**src/rtl/data_mem_responder_if.sv**
```systemverilog
// Memory-access bus between the memory access unit and the data RAM.
// REQ/ACK handshake with busy and error status.
interface data_mem_responder_if #(
  parameter int AW = 5
);
  logic          REQ;
  logic          RW;
  logic [AW-1:0] ADDR;
  logic [7:0]    DATA_WRITE_TO_RAM;
  logic [7:0]    DATA_READ_FROM_RAM;
  logic          ACK;
  logic          BUSY;
  logic          ERR;

  modport master (
    output REQ, RW, ADDR, DATA_WRITE_TO_RAM,
    input  DATA_READ_FROM_RAM, ACK, BUSY, ERR
  );

  modport slave (
    input  REQ, RW, ADDR, DATA_WRITE_TO_RAM,
    output DATA_READ_FROM_RAM, ACK, BUSY, ERR
  );
endinterface

```
**src/rtl/data_mem_responder.sv**
```systemverilog
// Data RAM responder with programmable wait states and REQ/ACK handshake.
// Optional write protection above WP_BASE: define DMEM_WRITE_PROTECT_EN.
module data_mem_responder #(
  parameter int AW          = 5,
  parameter int WAIT_STATES = 1,
  parameter int WP_BASE     = 24
) (
  input logic CLK,
  input logic RST_N,
  data_mem_responder_if.slave bus
);

  if (WAIT_STATES < 0 || WAIT_STATES > 15)
    $error("WAIT_STATES out of range");
  if (WP_BASE < 0)
    $error("WP_BASE must be non-negative");

  typedef enum logic [1:0] {
    IDLE,
    WAIT,
    RESP
  } state_t;

  state_t        state;
  state_t        nxt;
  logic [3:0]    cnt;
  logic [AW-1:0] addr_q;
  logic          rw_q;
  logic [7:0]    wdata_q;
  logic [7:0]    rdata_q;
  logic [7:0]    mem [2**AW];

  logic          accept;
  logic          enter_resp;
  logic          blocked;
  logic          wr_en;
  logic [AW-1:0] eff_addr;
  logic          eff_rw;
  logic [7:0]    eff_wdata;

  assign accept     = (state == IDLE) && bus.REQ;
  assign enter_resp = (nxt == RESP) && (state != RESP);

  // With zero wait states RESP is entered on the accept edge itself
  assign eff_addr  = (state == IDLE) ? bus.ADDR : addr_q;
  assign eff_rw    = (state == IDLE) ? bus.RW : rw_q;
  assign eff_wdata = (state == IDLE) ? bus.DATA_WRITE_TO_RAM : wdata_q;

  always_comb begin
    nxt = state;
    unique case (state)
      IDLE: if (bus.REQ) nxt = (WAIT_STATES == 0) ? RESP : WAIT;
      WAIT: if (cnt == 4'd0) nxt = RESP;
      RESP: nxt = IDLE;
      default: nxt = IDLE;
    endcase
  end

`ifdef DMEM_WRITE_PROTECT_EN
  logic err_q;

  assign blocked = eff_rw && (32'(eff_addr) >= WP_BASE);
  assign bus.ERR = (state == RESP) && err_q;

  always_ff @(posedge CLK or negedge RST_N) begin
    if (!RST_N)          err_q <= 1'b0;
    else if (enter_resp) err_q <= blocked;
  end
`else
  assign blocked = 1'b0;
  assign bus.ERR = 1'b0;
`endif

  // Gate with reset so a held reset can never commit a write
  assign wr_en = RST_N && enter_resp && eff_rw && !blocked;

  always_ff @(posedge CLK or negedge RST_N) begin
    if (!RST_N) begin
      state   <= IDLE;
      cnt     <= 4'd0;
      addr_q  <= '0;
      rw_q    <= 1'b0;
      wdata_q <= 8'h00;
      rdata_q <= 8'h00;
    end else begin
      state <= nxt;
      if (accept) begin
        addr_q  <= bus.ADDR;
        rw_q    <= bus.RW;
        wdata_q <= bus.DATA_WRITE_TO_RAM;
        cnt     <= (WAIT_STATES > 0) ? 4'(WAIT_STATES - 1) : 4'd0;
      end else if (state == WAIT && cnt != 4'd0) begin
        cnt <= cnt - 4'd1;
      end
      if (enter_resp && !eff_rw) rdata_q <= mem[eff_addr];
    end
  end

  always_ff @(posedge CLK) begin
    if (wr_en) mem[eff_addr] <= eff_wdata;
  end

  assign bus.ACK                = (state == RESP);
  assign bus.BUSY               = (state != IDLE);
  assign bus.DATA_READ_FROM_RAM = rdata_q;

endmodule

```
**src/flat_wrapper.sv**
```systemverilog
// flat-port wrapper written by rule: the top's interface ports become plain ports
module data_mem_responder_flat 
#(
  parameter int AW          = 5,
  parameter int WAIT_STATES = 1,
  parameter int WP_BASE     = 24
)
  (CLK, RST_N, bus_REQ, bus_RW, bus_ADDR, bus_DATA_WRITE_TO_RAM, bus_DATA_READ_FROM_RAM, bus_ACK, bus_BUSY, bus_ERR);
  data_mem_responder_if #(.AW(AW)) bus_i ();
  input logic CLK;
  input logic RST_N;
  input wire logic [$bits(bus_i.REQ)-1:0] bus_REQ;
  input wire logic [$bits(bus_i.RW)-1:0] bus_RW;
  input wire logic [$bits(bus_i.ADDR)-1:0] bus_ADDR;
  input wire logic [$bits(bus_i.DATA_WRITE_TO_RAM)-1:0] bus_DATA_WRITE_TO_RAM;
  output wire logic [$bits(bus_i.DATA_READ_FROM_RAM)-1:0] bus_DATA_READ_FROM_RAM;
  output wire logic [$bits(bus_i.ACK)-1:0] bus_ACK;
  output wire logic [$bits(bus_i.BUSY)-1:0] bus_BUSY;
  output wire logic [$bits(bus_i.ERR)-1:0] bus_ERR;
  assign bus_i.REQ = bus_REQ;
  assign bus_i.RW = bus_RW;
  assign bus_i.ADDR = bus_ADDR;
  assign bus_i.DATA_WRITE_TO_RAM = bus_DATA_WRITE_TO_RAM;
  assign bus_DATA_READ_FROM_RAM = bus_i.DATA_READ_FROM_RAM;
  assign bus_ACK = bus_i.ACK;
  assign bus_BUSY = bus_i.BUSY;
  assign bus_ERR = bus_i.ERR;
  data_mem_responder #(.AW(AW), .WAIT_STATES(WAIT_STATES), .WP_BASE(WP_BASE)) u_core (.CLK(CLK), .RST_N(RST_N), .bus(bus_i));
endmodule
```
**config.mk**
```make
export PLATFORM = sky130hd
export DESIGN_NAME = data_mem_responder_flat
export DESIGN_NICKNAME = d
export VERILOG_FILES = /design/src/rtl/data_mem_responder_if.sv /design/src/rtl/data_mem_responder.sv /design/src/flat_wrapper.sv
export SDC_FILE = /design/constraint.sdc
export NUM_CORES = 1
export LEC_CHECK = 0
export ABC_AREA = 1
export CAP_MARGIN = 40
export CORE_UTILIZATION = 56
export CTS_CLUSTER_SIZE = 10
export DETAILED_ROUTE_END_ITERATION = 10
export HOLD_SLACK_MARGIN = 0.15
export PLACE_DENSITY = 0.84
export SYNTH_ARGS = -nofsm -noshare
export SYNTH_HDL_FRONTEND = slang
export SYNTH_SLANG_ARGS = --single-unit
```
**constraint.sdc**
```tcl
create_clock -name CLK -period 2.57 [get_ports CLK]
set_clock_uncertainty 0.1 [all_clocks]
set_input_delay 0.514 -clock CLK [delete_from_list [all_inputs] [get_ports CLK]]
set_output_delay 0.514 -clock CLK [all_outputs]
set_load 0.01 [all_outputs]
```
==> results of run 1 <==
-- synthesized netlist by cell type, drive strengths merged, types with 2 or more instances --
| master | instances |
|---|---|
| nor2 | 55 |
| dfrtp | 28 |
| o21ai | 30 |
| a31oi | 2 |
| nand2 | 622 |
| inv | 48 |
| nor3 | 9 |
| clkbuf | 16 |
| nand3 | 129 |
| buf | 44 |
| edfxtp | 256 |
-- power by group through the flow --
stage / combinational, mW / sequential [mW] / clock [mW]
2_1_floorplan: 1.76 / 5.63 / 0
3_3_place_gp: 2.84 / 5.62 / 0
3_5_place_dp: 2.90 / 5.62 / 0
4_1_cts: 2.96 / 5.53 / 4.34
5_1_grt: 3.31 / 5.54 / 4.52
6_report: 3.03 / 5.53 / 4.33
-- how the worst min path moves through the flow --
stage / startpoint / end / slack (ps)
finish: RST_N / u_core.wdata_q[2] / 350
CTS: RST_N / u_core.wdata_q[7] / 350
floorplan: RST_N / u_core.addr_q[0] / 120
detailed placement: u_core.wdata_q[0] / u_core.wdata_q[0] / 380
global route: RST_N / u_core.addr_q[1] / 400
global placement: u_core.rw_q / u_core.rw_q / 360
-- what timing repair did --
item	CTS	global route
pin swaps	1	1
endpoints found under the hold margin	0	0
buffers inserted	2	2
setup endpoints to repair	8	230
gates resized for setup	2	3
-- registers in the layout, indices dropped and copies added, names as in the netlist --
register                       flops
u_core.state                       2
u_core.cnt                         4
u_core.addr_q                      5
u_core.rw_q                        1
u_core.bus.DATA_READ_FROM_RAM      8
u_core.wdata_q                     8
u_core.mem                       256
-- layer usage --
| layer | routed length [um] | vias up | track usage (%) |
|---|---|---|---|
| li1 | - | 4261 | - |
| met1 | 10800 | 4277 | 33.0 |
| met2 | 15300 | 472 | 47.4 |
| met3 | 2630 | 98 | 5.18 |
| met4 | 1280 | 0 | 13.7 |
| met5 | 0 | - | 0 |
-- kinds of logic after synthesis --
logic type | count (synthesis) | share of synthesized area [%]
AOI/OAI and AO/OA | 34 | 1.60
adders and majority gates | 1 | 0.100
buffers and inverters | 108 | 3.85
DFF | 284 | 67.4
other | 1 | 0.0301
and+or+nand+nor | 817 | 27.1
-- layout by cell type, fill, tap and decap left out --
cell and instances:
o21ai_2 11, clkinv_1 1, nand2_4 4, o21bai_1 1, edfxtp_1 256, clkbuf_1 13, nor4_4 1, nor3_1 1
nand2_2 4, nand4_1 1, nor2_1 54, inv_1 46, nor3_4 4, a31oi_1 2, nand2_1 614, o22ai_1 1
o21ai_4 2, buf_12 7, conb_1 1, o21ai_0 16, dfrtp_1 28, clkdlybuf4s50_1 26, nor2_4 1, buf_4 74
nor3_2 4, o21ai_1 1, nand3_1 129, buf_6 1, clkbuf_16 37, inv_2 2, ha_1 1, clkinv_2 1
-- metrics by stage --
stage                     power (mW)  util [%]  setup WS (ps)
final                           12.9      66.4            109
after CTS                       12.8      66.3           19.8
after global placement          8.45      61.7           -111
after detailed placement        8.52      61.7           -158
after global routing            13.4      66.4          -36.4
after floorplan                 7.39         -           -248
-- final cells by class --
class / instances / area (um^2) / share of cell area (%)
Clock inverter: 2 / 8.76 / 0.0604
Timing Repair Buffer: 108 / 967 / 6.67
Sequential cell: 284 / 8390 / 57.9
Inverter: 48 / 180 / 1.24
Clock buffer: 50 / 975 / 6.72
Multi-Input combinational cell: 853 / 3630 / 25.0
Tap cell: 280 / 350 / 2.42
==> out/results.tsv, run 1 <==
stage	metric	value	unit
logic_synthesis	synth_top_area_cell	edfxtp_1	
clocking	cts.clk_slew.worst_paths	60	ps
logic_synthesis	synth_edf_count	256	
drt	ant_nets	0	
global_routing	grt_pass1_vias	8994	
die	io_pins	28	
drt	drt_iter0_drc	1029	
logic_synthesis	yosys.cell_types.count	29	
drt	wirelength	30.0	mm
logic_synthesis	synthCells	1245	
flow_run	maxCapViolCount	0	
global_routing	antenna_found_initial	0	
clocking	clock_sinks	284	
setup_path	slowest_stage	clkdlybuf4s50_1	
logic_synthesis	yosysWarnings	0	
setup_path	reg2reg_from	u_core.cnt[0]	
clocking	cts_tree	done	
finish	fill_cells	1496	
setup_path	critPathMaxFanout	17	
logic_synthesis	synth_top_area_share	61.7	%
drt	drc	0	
logic_synthesis	synthArstFlopShare	9.86	%
setup_path	cp-endpoint	bus_BUSY	
placement	postPlaceCellArea	13500	um^2
placement	dp_hpwl	17.8	mm
finish	final_area	14500	um^2
placement	dp_cells	1569	
pwr	switchingPower	3.93	mW
finish	nets	1347	
sta	tns	0	ps
logic_synthesis	yosysSeqAreaShare	67.4	%
sta	hold_slack	354	ps
setup_path	cpPeakStageDelay	550	ps
logic_synthesis	synth_fp_nets	1263	
sta	slew_viol_final	0	
setup_path	cp_num_cells	4	
global_routing	gr-usage-all-layers	27.5	%
pwr	p_clk_share	33.6	%
hold_path	hp-class	in2async	
finish	drive_gt1_share	11.4	%
pwr	p_leak	6.19	nW
pwr	cellPowerDensity	889	nW/um^2
die	start_util	57.1	%
sta	slew_headroom	61.8	%
setup_path	arrival	1850	ps
placement	io_buffers	26	
drt	viasPerCell	5.60	
setup_path	cpLargestDelayFamily	buffers and inverters	
die	die_h	151	um
sta	finalHoldViolations	0	
setup_path	crit_start	u_core.state[1]	
die	dieArea	22800	um^2
sta	fin_crit_sh	95.8	%
logic_synthesis	netlist_area	12500	um^2
drt	wire_per_inst	18.5	um
setup_path	crit_chain	inv_1 > nand2_4 > buf_12 > clkdlybuf4s50_1	
finish	syn2layout_area_growth	16.4	%
setup_path	worst-path-buf-inv	3	
drt	vias	9108	
pwr	p_seq_share	42.9	%
global_routing	gr-total-overflow	0	
pwr	swShare	30.5	%
logic_synthesis	syn_avg_cell_area	10.0	um^2
clocking	cts_hold_buf	0	
finish	instances_no_fill	1625	
status	status	finished clean	
logic_synthesis	ys_seq_elements	284	
drt	firstDrtPassIters	8	
pwr	p_comb_share	23.5	%
logic_synthesis	ys_top_cells_by_area	edfxtp_1 62%, nand2_1 19%, dfrtp_1 5.6%, nand3_1 5.2%, nor2_1 1.6%	
die	rows	54	
setup_path	rrSetupSlack	130	ps
die	die_x	151	um
clocking	insertion_delay	510	ps
setup_path	start_kind	register	
setup_path	required	1960	ps
clocking	cts_buffers	34	
clocking	clockBufferDepth	3	
sta	worstMarginPinSlew	571	ps
setup_path	crit_path_end_kind	primary output	
clocking	root_buffer	clkbuf_16	
global_routing	grt_max_degree	73	
sta	fmax	0.406	GHz
setup_path	reg2regPathDepth	10	
global_routing	grt_pass1_wl	46.4	mm
finish	antenna_cells	0	
sta	min_period	2460	ps
sta	finalSetupViolCount	0	
pwr	ir_worst_vdd	0.965	mV
die	coreArea	21800	um^2
placement	gp_congestion	0.875	
logic_synthesis	synth_flop_cell	edfxtp_1	
setup_path	rr_endpoint	u_core.mem[15][5]	
clocking	h-tree-depth	2	
setup_path	worst-setup-path-type	reg2out	
pwr	power.internal	8.96	mW
Note: power is estimated with default switching activity, not from simulation.
==> run 2: changes to the inputs <==
- CTS_CLUSTER_SIZE: 10 -> default
==> out/results.tsv, run 2 (synthesized netlist as in run 1, its figures left out) <==
stage	metric	value	unit
setup_path	reg2regPathDepth	10	
die	coreArea	21800	um^2
drt	vias	9079	
drt	drc	0	
finish	nets	1342	
die	rows	54	
placement	postPlaceCellArea	13500	um^2
sta	tns	0	ps
setup_path	crit_start	u_core.state[1]	
finish	most-common-layout-cells	614 x nand2_1, 256 x edfxtp_1, 129 x nand3_1	
finish	drive_gt1_share	11.8	%
setup_path	worst-setup-path-type	reg2out	
drt	drt_iter0_drc	961	
clocking	clockBufferDepth	3	
sta	fin_crit_sh	97.3	%
clocking	h-tree-depth	1	
pwr	finalPower	12.8	mW
global_routing	gr-usage-all-layers	26.8	%
finish	syn2layout_area_growth	16.3	%
sta	rsz0062_at_grt	no	
global_routing	gr-total-overflow	0	
flow_run	maxCapViolCount	0	
global_routing	grt_pass1_vias	8914	
setup_path	required	1960	ps
drt	wirelength	29.7	mm
setup_path	arrival	1890	ps
global_routing	grt_pass1_wl	45.8	mm
clocking	clock_sinks	284	
sta	fmax	0.400	GHz
clocking	cts_hold_buf	0	
drt	viasPerCell	5.59	
finish	final_common_cell	nand2_1	
finish	final_area	14500	um^2
placement	dp_cells	1569	
pwr	cellPowerDensity	886	nW/um^2
die	die_h	151	um
clocking	cts.clk_slew.worst_paths	60	ps
die	io_pins	28	
finish	fill_cells	1484	
finish	instances_no_fill	1624	
hold_path	hp-class	in2async	
placement	dp_hpwl	17.8	mm
setup_path	rrSetupSlack	160	ps
placement	gp_congestion	0.875	
finish	largest_reg_flops	256	
die	start_util	57.1	%
drt	wire_per_inst	18.3	um
pwr	p_leak	6.19	nW
sta	slew_viol_final	0	
clocking	root_buffer	clkbuf_16	
setup_path	start_kind	register	
die	die_x	151	um
global_routing	grt_max_degree	73	
die	dieArea	22800	um^2
finish	top_register	u_core.mem	
sta	finalSetupViolCount	0	
drt	ant_nets	0	
placement	io_buffers	26	
status	status	finished clean	
finish	antenna_cells	0	
drt	firstDrtPassIters	6	
sta	min_period	2500	ps
global_routing	antenna_found_initial	0	
setup_path	rr_endpoint	u_core.mem[19][2]	
sta	finalHoldViolations	0	
setup_path	crit_path_end_kind	primary output	
sta	slew_headroom	62.2	%
setup_path	critPathMaxFanout	17	
sta	hold_slack	331	ps
clocking	insertion_delay	530	ps
sta	worstMarginPinSlew	566	ps
pwr	ir_worst_vdd	0.728	mV
clocking	cts_tree	done	
clocking	cts_buffers	27	
setup_path	reg2reg_from	u_core.state[1]	
run 2: cell types whose count changed in the layout (fill, tap and decap cells not counted), moves of 2 or more:
cell / before / now
clkbuf_16: 37 / 27
bufinv_16: 0 / 6
clkinv_1: 1 / 3
buf_4: 74 / 77
clkbuf_8: 0 / 3
clkbuf_1: 13 / 5
run 2: final cells by class:
class | instances | area (um^2) | area share, %
repair buffers | 110 | 978 | 6.75
flip-flops and latches | 284 | 8390 | 57.9
inverters | 48 | 180 | 1.24
multi-input cells | 853 | 3630 | 25.0
clock buffers | 35 | 736 | 5.08
clock inverters | 14 | 226 | 1.56
well taps | 280 | 350 | 2.42
run 2: power by group:
group | total [mW] | internal (mW) | switching (mW)
registers | 5.53 | 5.42 | 0.111
clock network | 4.27 | 2.62 | 1.65
logic | 3.04 | 0.946 | 2.09
run 2: critical path, cell delays in order (launching register included):
cell,delay [ps]
dfrtp_1,370
inv_1,100
nand2_4,160
buf_12,180
clkdlybuf4s50_1,550
run 2: repair_timing:
action                     4_1_cts  5_1_grt
resized for setup                3        1
setup buffers                    4        2
setup endpoints to repair       17      120
pin swaps                        2        1
run 2: worst max path at each step:
stage	end	slack, ps	depth (start not counted)
after floorplan	u_core.mem[0][0]	-250	5
after global placement	u_core.mem[10][0]	-110	8
after detailed placement	u_core.mem[10][2]	-160	8
after CTS	bus_BUSY	4	4
after global routing	bus_BUSY	20	4
final	bus_BUSY	70	4
run 2: per-layer routing:
| metal | track usage [%] | wire (um) | share of wire, % | vias up |
|---|---|---|---|---|
| met5 | 0 | 0 | 0 | - |
| met4 | 12.0 | 1170 | 3.9 | 0 |
| met3 | 4.13 | 2600 | 8.7 | 93 |
| met2 | 45.8 | 15000 | 51 | 455 |
| met1 | 33.8 | 10900 | 37 | 4269 |
| li1 | - | - | - | 4262 |
run 2: metrics by stage:
step           utilization (%)  setup slack [ps]
3_5_place_dp              61.7              -158
6_report                  66.4              68.9
2_1_floorplan                -              -248
4_1_cts                   66.3              3.95
3_3_place_gp              61.7              -111
5_1_grt                   66.4              18.5
